$ cat src/rtl/uart_pkg.sv
// Shared definitions for the configurable UART transmitter: FSM state
// encoding and parity mode selectors.
package uart_pkg;

  typedef enum logic [2:0] {
    ST_IDLE   = 3'd0,
    ST_START  = 3'd1,
    ST_DATA   = 3'd2,
    ST_PARITY = 3'd3,
    ST_STOP   = 3'd4
  } tx_state_e;

  localparam int PARITY_NONE = 0;
  localparam int PARITY_EVEN = 1;
  localparam int PARITY_ODD  = 2;

endpackage

$ cat src/rtl/uart_bit_timer.sv
// Bit-period timer: counts oversample ticks while enabled and flags the
// tick that completes one bit period. The counter returns to zero only
// through the clear input or by completing a bit period.
module uart_bit_timer #(
  parameter int OVERSAMPLE = 16
) (
  input  logic clk_i,
  input  logic rst_n_i,
  input  logic tick_i,
  input  logic en_i,
  input  logic clr_i,
  output logic bit_end_o
);

  localparam int TCW = (OVERSAMPLE > 2) ? $clog2(OVERSAMPLE) : 1;
  localparam logic [TCW-1:0] TICK_LAST = TCW'(OVERSAMPLE - 1);

  logic [TCW-1:0] tick_cnt_q, tick_cnt_d;

  assign bit_end_o = en_i && tick_i && (tick_cnt_q == TICK_LAST);

  // Next tick count: clear wins, idle cycles hold, final tick restarts the period.
  always_comb begin
    tick_cnt_d = tick_cnt_q;
    if (clr_i) begin
      tick_cnt_d = '0;
    end else if (en_i && tick_i) begin
      tick_cnt_d = bit_end_o ? '0 : tick_cnt_q + TCW'(1);
    end
  end

  // Tick counter register.
  always_ff @(posedge clk_i or negedge rst_n_i) begin
    if (!rst_n_i) tick_cnt_q <= '0;
    else          tick_cnt_q <= tick_cnt_d;
  end

endmodule

$ cat src/rtl/uart_transmitter_cfg.sv
// Configurable UART transmitter: start bit, LSB-first data, optional
// parity, one or two stop bits, all timed from an oversample tick strobe.
//
// state     | meaning
// ----------+-------------------------------------------------
// ST_IDLE   | line high, tx_ready=1, waiting for tx_valid
// ST_START  | driving start bit (0)
// ST_DATA   | shifting latched word out, LSB first
// ST_PARITY | driving parity bit (skipped when parity is off)
// ST_STOP   | driving stop bit(s) (1), then back to idle
module uart_transmitter_cfg
  import uart_pkg::*;
#(
  parameter int DATA_BITS   = 8,
  parameter int OVERSAMPLE  = 16,
  parameter int PARITY_MODE = 0,
  parameter int STOP_BITS   = 1
) (
  input  logic                 system_clk,
  input  logic                 rst_n,
  input  logic                 tick_in,
  input  logic                 tx_valid,
  input  logic [DATA_BITS-1:0] data_in,
  output logic                 tx_ready,
  output logic                 tx_busy,
  output logic                 tx_done,
  output logic                 tx_data
);

  if (DATA_BITS < 5 || DATA_BITS > 9) begin : g_bad_data_bits
    $error("uart_transmitter_cfg: DATA_BITS must be 5..9");
  end
  if (OVERSAMPLE < 4 || OVERSAMPLE > 64) begin : g_bad_oversample
    $error("uart_transmitter_cfg: OVERSAMPLE must be 4..64");
  end
  if (PARITY_MODE != PARITY_NONE && PARITY_MODE != PARITY_EVEN &&
      PARITY_MODE != PARITY_ODD) begin : g_bad_parity
    $error("uart_transmitter_cfg: PARITY_MODE must be 0, 1 or 2");
  end
  if (STOP_BITS != 1 && STOP_BITS != 2) begin : g_bad_stop_bits
    $error("uart_transmitter_cfg: STOP_BITS must be 1 or 2");
  end

  localparam int BCW = $clog2(DATA_BITS);
  localparam logic [BCW-1:0] DATA_LAST = BCW'(DATA_BITS - 1);
  localparam logic [BCW-1:0] STOP_LAST = BCW'(STOP_BITS - 1);

  tx_state_e            state_q, state_d;
  logic [BCW-1:0]       bit_cnt_q, bit_cnt_d;
  logic [DATA_BITS-1:0] shift_q, shift_d;
  logic                 parity_q, parity_d;
  logic                 tx_data_q, tx_data_d;
  logic                 tx_done_q, tx_done_d;
  logic                 timer_clr;
  logic                 bit_end;

  assign tx_ready = (state_q == ST_IDLE);
  assign tx_busy  = (state_q != ST_IDLE);
  assign tx_done  = tx_done_q;
  assign tx_data  = tx_data_q;

  // Enabled only outside idle so stray ticks before acceptance are ignored.
  uart_bit_timer #(
    .OVERSAMPLE(OVERSAMPLE)
  ) u_bit_timer (
    .clk_i    (system_clk),
    .rst_n_i  (rst_n),
    .tick_i   (tick_in),
    .en_i     (tx_busy),
    .clr_i    (timer_clr),
    .bit_end_o(bit_end)
  );

  // Frame sequencing; tx_data_d is set on the edge that ends each bit so the
  // line register changes exactly at bit boundaries.
  always_comb begin
    state_d   = state_q;
    bit_cnt_d = bit_cnt_q;
    shift_d   = shift_q;
    parity_d  = parity_q;
    tx_data_d = tx_data_q;
    tx_done_d = 1'b0;
    timer_clr = 1'b0;
    unique case (state_q)
      ST_IDLE: begin
        if (tx_valid) begin
          state_d   = ST_START;
          shift_d   = data_in;
          parity_d  = (PARITY_MODE == PARITY_ODD) ? ~(^data_in) : ^data_in;
          bit_cnt_d = '0;
          tx_data_d = 1'b0;
          timer_clr = 1'b1;
        end
      end
      ST_START: begin
        if (bit_end) begin
          state_d   = ST_DATA;
          bit_cnt_d = '0;
          tx_data_d = shift_q[0];
        end
      end
      ST_DATA: begin
        if (bit_end) begin
          if (bit_cnt_q == DATA_LAST) begin
            bit_cnt_d = '0;
            if (PARITY_MODE != PARITY_NONE) begin
              state_d   = ST_PARITY;
              tx_data_d = parity_q;
            end else begin
              state_d   = ST_STOP;
              tx_data_d = 1'b1;
            end
          end else begin
            bit_cnt_d = bit_cnt_q + BCW'(1);
            shift_d   = shift_q >> 1;
            tx_data_d = shift_q[1];
          end
        end
      end
      ST_PARITY: begin
        if (bit_end) begin
          state_d   = ST_STOP;
          bit_cnt_d = '0;
          tx_data_d = 1'b1;
        end
      end
      ST_STOP: begin
        if (bit_end) begin
          if (bit_cnt_q == STOP_LAST) begin
            state_d   = ST_IDLE;
            bit_cnt_d = '0;
            tx_done_d = 1'b1;
          end else begin
            bit_cnt_d = bit_cnt_q + BCW'(1);
          end
        end
      end
      default: begin
        state_d   = ST_IDLE;
        tx_data_d = 1'b1;
      end
    endcase
  end

  // State, counters, latched word and registered line; reset idles the line high.
  always_ff @(posedge system_clk or negedge rst_n) begin
    if (!rst_n) begin
      state_q   <= ST_IDLE;
      bit_cnt_q <= '0;
      shift_q   <= '0;
      parity_q  <= 1'b0;
      tx_data_q <= 1'b1;
      tx_done_q <= 1'b0;
    end else begin
      state_q   <= state_d;
      bit_cnt_q <= bit_cnt_d;
      shift_q   <= shift_d;
      parity_q  <= parity_d;
      tx_data_q <= tx_data_d;
      tx_done_q <= tx_done_d;
    end
  end

endmodule

$ cat config.mk
export PLATFORM = sky130hd
export DESIGN_NAME = uart_transmitter_cfg
export DESIGN_NICKNAME = d
export VERILOG_FILES = /design/src/rtl/uart_pkg.sv /design/src/rtl/uart_bit_timer.sv /design/src/rtl/uart_transmitter_cfg.sv
export SDC_FILE = /design/constraint.sdc
export NUM_CORES = 1
export LEC_CHECK = 0
export ABC_AREA = 1
export CAP_MARGIN = 20
export CELL_PAD_IN_SITES_DETAIL_PLACEMENT = 0
export CELL_PAD_IN_SITES_GLOBAL_PLACEMENT = 1
export CORE_ASPECT_RATIO = 0.7
export CORE_UTILIZATION = 36
export DETAILED_ROUTE_END_ITERATION = 6
export PLACE_DENSITY = 0.74
export SLEW_MARGIN = 5
export SYNTH_ARGS = -nofsm -noshare
export SYNTH_HDL_FRONTEND = slang
export SYNTH_SLANG_ARGS = --single-unit
$ cat constraint.sdc
create_clock -name system_clk -period 1.35 [get_ports system_clk]
set_input_delay 0.27 -clock system_clk [delete_from_list [all_inputs] [get_ports system_clk]]
set_output_delay 0.27 -clock system_clk [all_outputs]
set_load 0.03 [all_outputs]
==> results of run 1 <==
worst register-to-register path: cells and delay by family (launching register included):
family	cells	cell delay (ns)
simple gates	4	0.34
buf+inv	2	0.23
flops	1	0.41
fa+ha+maj	2	0.38
cells in the final DEF, fill, tap and decap left out, types with 2 or more instances in the layout:
cell,Yosys,final
nor2_1,8,7
nand2_8,2,4
nand2_4,3,7
buf_6,2,5
clkinv_4,1,2
inv_4,1,2
nand3_4,0,2
nand3_1,20,18
dfrtp_1,19,19
nor2_4,2,5
inv_1,9,7
buf_4,0,15
o21ai_1,0,2
ha_1,4,2
a21oi_1,2,2
nor3_1,2,2
nand2_2,7,14
clkbuf_8,0,4
clkdlybuf4s50_1,0,11
nand2_1,61,49
buf_12,0,5
logic make-up after synthesis:
kind of cell	Yosys count	synth area share (%)
fa+ha+maj	4	4.028
flops	20	40.38
simple gates	110	44.91
buf+inv	14	6.042
mux	1	0.8057
compound gates	6	3.122
xor+xnor	1	0.7051
sequential cells by signal (all words and copies together) (netlist names):
| signal | count |
|---|---|
| bit_cnt_q | 3 |
| shift_q | 8 |
| state_q | 3 |
| tx_data | 1 |
| tx_done | 1 |
| u_bit_timer.tick_cnt_q | 4 |
timing repair:
item                                    4_1_cts  5_1_grt
gates cloned                                  1        0
gates resized for setup                      20       22
endpoints found under the setup margin       15       20
buffers inserted                              5        2
pin swaps                                     5       11
hold endpoints to repair                      0        0
where the power goes:
part	internal [mW]	switching [mW]	total [mW]
sequential	0.849	0.194	1.04
combinational	1.08	1.33	2.41
clock	0.260	0.216	0.476
total	2.19	1.74	3.93
final cells by class:
cell class / count / area share, %
multi-input combinational: 123 / 43.14
sequential: 20 / 26.82
timing repair buffer: 37 / 20.74
inverter: 12 / 3.211
tap: 47 / 3.144
clock buffer: 4 / 2.943
through the flow:
step                      hold WS (ns)  setup WS [ns]
final                           0.3405       -0.06404
after global placement          0.4485       -0.06045
after floorplan               -0.02559       0.009996
after CTS                       0.3433       -0.06323
after global routing            0.3648        -0.1489
after detailed placement        0.4514        -0.1065
path summary, 6_finish.rpt:
check / from / endpoint / slack (ns) / cells after the start
hold / removal: rst_n / state_q[1] / 0.34 / 2
max in group asynchronous: rst_n / tx_data / 0.80 / 2
hold reg to reg: tx_data / tx_data / 0.47 / 2
setup / recovery: bit_cnt_q[1] / shift_q[6] / -0.06 / 8
setup reg to reg: bit_cnt_q[1] / shift_q[6] / -0.06 / 8
min in group system_clk: tx_data / tx_data / 0.47 / 2
per-layer routing:
metal | track usage [%] | up-vias | part of all wire (%)
li1 | - | 580 | -
met4 | 3.922 | 0 | 0.72
met3 | 4.931 | 5 | 2.8
met1 | 23.89 | 498 | 50
met5 | 0 | - | 0
met2 | 27.57 | 15 | 46
==> results_dict.tcl, run 1 <==
set metrics [dict create \
    status "finished with violations" \
    violations "negative setup slack" \
    synth_area_sq_mm 0.001242 \
    gp_congestion 0.8384 \
    viasPerCell 4.519 \
    maxCapViolCount 0 \
    instances_no_fill 243 \
    fin_skew_ns 0.004153 \
    yosysTopAreaCell "dfrtp_1" \
    clk_path_buf_depth 2 \
    synth_most_common_cell "nand2_1" \
    syn_to_final_growth_pct 50.55 \
    cts.sinks 20 \
    crit_required_ns 1.55 \
    start_kind "register" \
    grt_antenna_before_repair 0 \
    cts_root_buf "clkbuf_8" \
    die_h_microns 51.15 \
    final_area_sq_mm 0.001871 \
    dr_total_vias 1098 \
    yosysTopAreaCellShare_pct 38.27 \
    finalMaxSlewViolations 0 \
    synth_ff_type "dfrtp_1" \
    yosysWarnings 0 \
    multi_input_area_sq_um 807.0 \
    critPathKind "reg -> reg" \
    synth_cell_types 25 \
    slew_headroom_pct 78.57 \
    vdd_drop_max_mv 0.8318 \
    syn-mean-instance-area_sq_um 7.964 \
    final_util_pct 58.24 \
    cts_made_buffers 3 \
    p_leak_nw 0.9294 \
    totalWireLength_microns 2927 \
    rsz0062_at_grt "true" \
    first_pass_iters 6 \
    worstSetupEndpointType "register" \
    diodes 0 \
    hold_viol 0 \
    yosys_register_bits 20 \
    insertion_delay_ns 0.26 \
    finalCriticalPeriod_ns 1.414 \
    finalPower_mw 3.931 \
    die_x_microns 72.22 \
    yosysSeqAreaShare_pct 40.38 \
    fmax_ghz 0.7072 \
    synthTopCellsByCount "nand2_1 (61), nand3_1 (20), dfrtp_1 (19)" \
    grt.total_usage_pct 17.51 \
    dpl.cell_count 231 \
    cts_hold_buf 0 \
    n_fill_cell 293 \
    grt_max_degree 21 \
    start_util_pct 38.68 \
    clk_pin_slew_ns 0.08 \
    tightest_slew_ns 0.3227 \
    cts_tree "done" \
    setup_slack_ns -0.06404 \
    grt_first_pass_wirelength_microns 4899 \
    cts-htree-levels 1 \
    hp-class "in -> async" \
    finalCritPeriodShare_pct 104.7 \
    synthesis.nets 172 \
    numPortBuffers 15 \
    grt_pass1_vias 1083 \
    drive_above_1_share_pct 37.24 \
    synthArstFlopShare_pct 100.0 \
    ant_nets 0 \
    synthCells 156 \
    nets 213 \
    io_pins 16 \
    critPathArrivalTime_ns 1.62 \
    worstPathCellList "ha_2 -> ha_4 -> inv_4 -> nand3_4 -> buf_12 -> nand2_8 -> nand3_1 -> nand2_1" \
    dr.first_iter.drc_count 64 \
    place_area_sq_mm 0.001582 \
    yosys-top-cells-area "dfrtp_1 (38%), nand2_1 (18%), nand3_1 (8.1%), ha_1 (4.0%), nand2_2 (3.5%)" \
    cpPeakStageDelay_ns 0.41 \
    drc 0 \
    crit_buf_inv 2 \
    rows 17 \
    crit_fanout 4 \
    grt_overflow 0 \
    final.setup.tns_ns -0.5964 \
    seqCellArea_sq_um 501.7 \
    avgRoutedWirePerCell_microns 12.05 \
    powerDensity_mw_per_mm2 2101 \
    coreArea_sq_mm 0.003212 \
    setup_viol 13 \
    crit_family "flip-flops" \
    slowest_stage "dfrtp_1" \
    hpwl_microns 1985 \
    fp.dieArea_sq_mm 0.003694 \
    synth-edff-count 0 \
]
No activity file was read; power rests on OpenSTA's default activity.
==> inputs of run 2 (changes only) <==
- GPL_ROUTABILITY_DRIVEN: unset -> 0
==> results of run 2 <==
Final layout, timing and power as in run 1 (identical DEF).
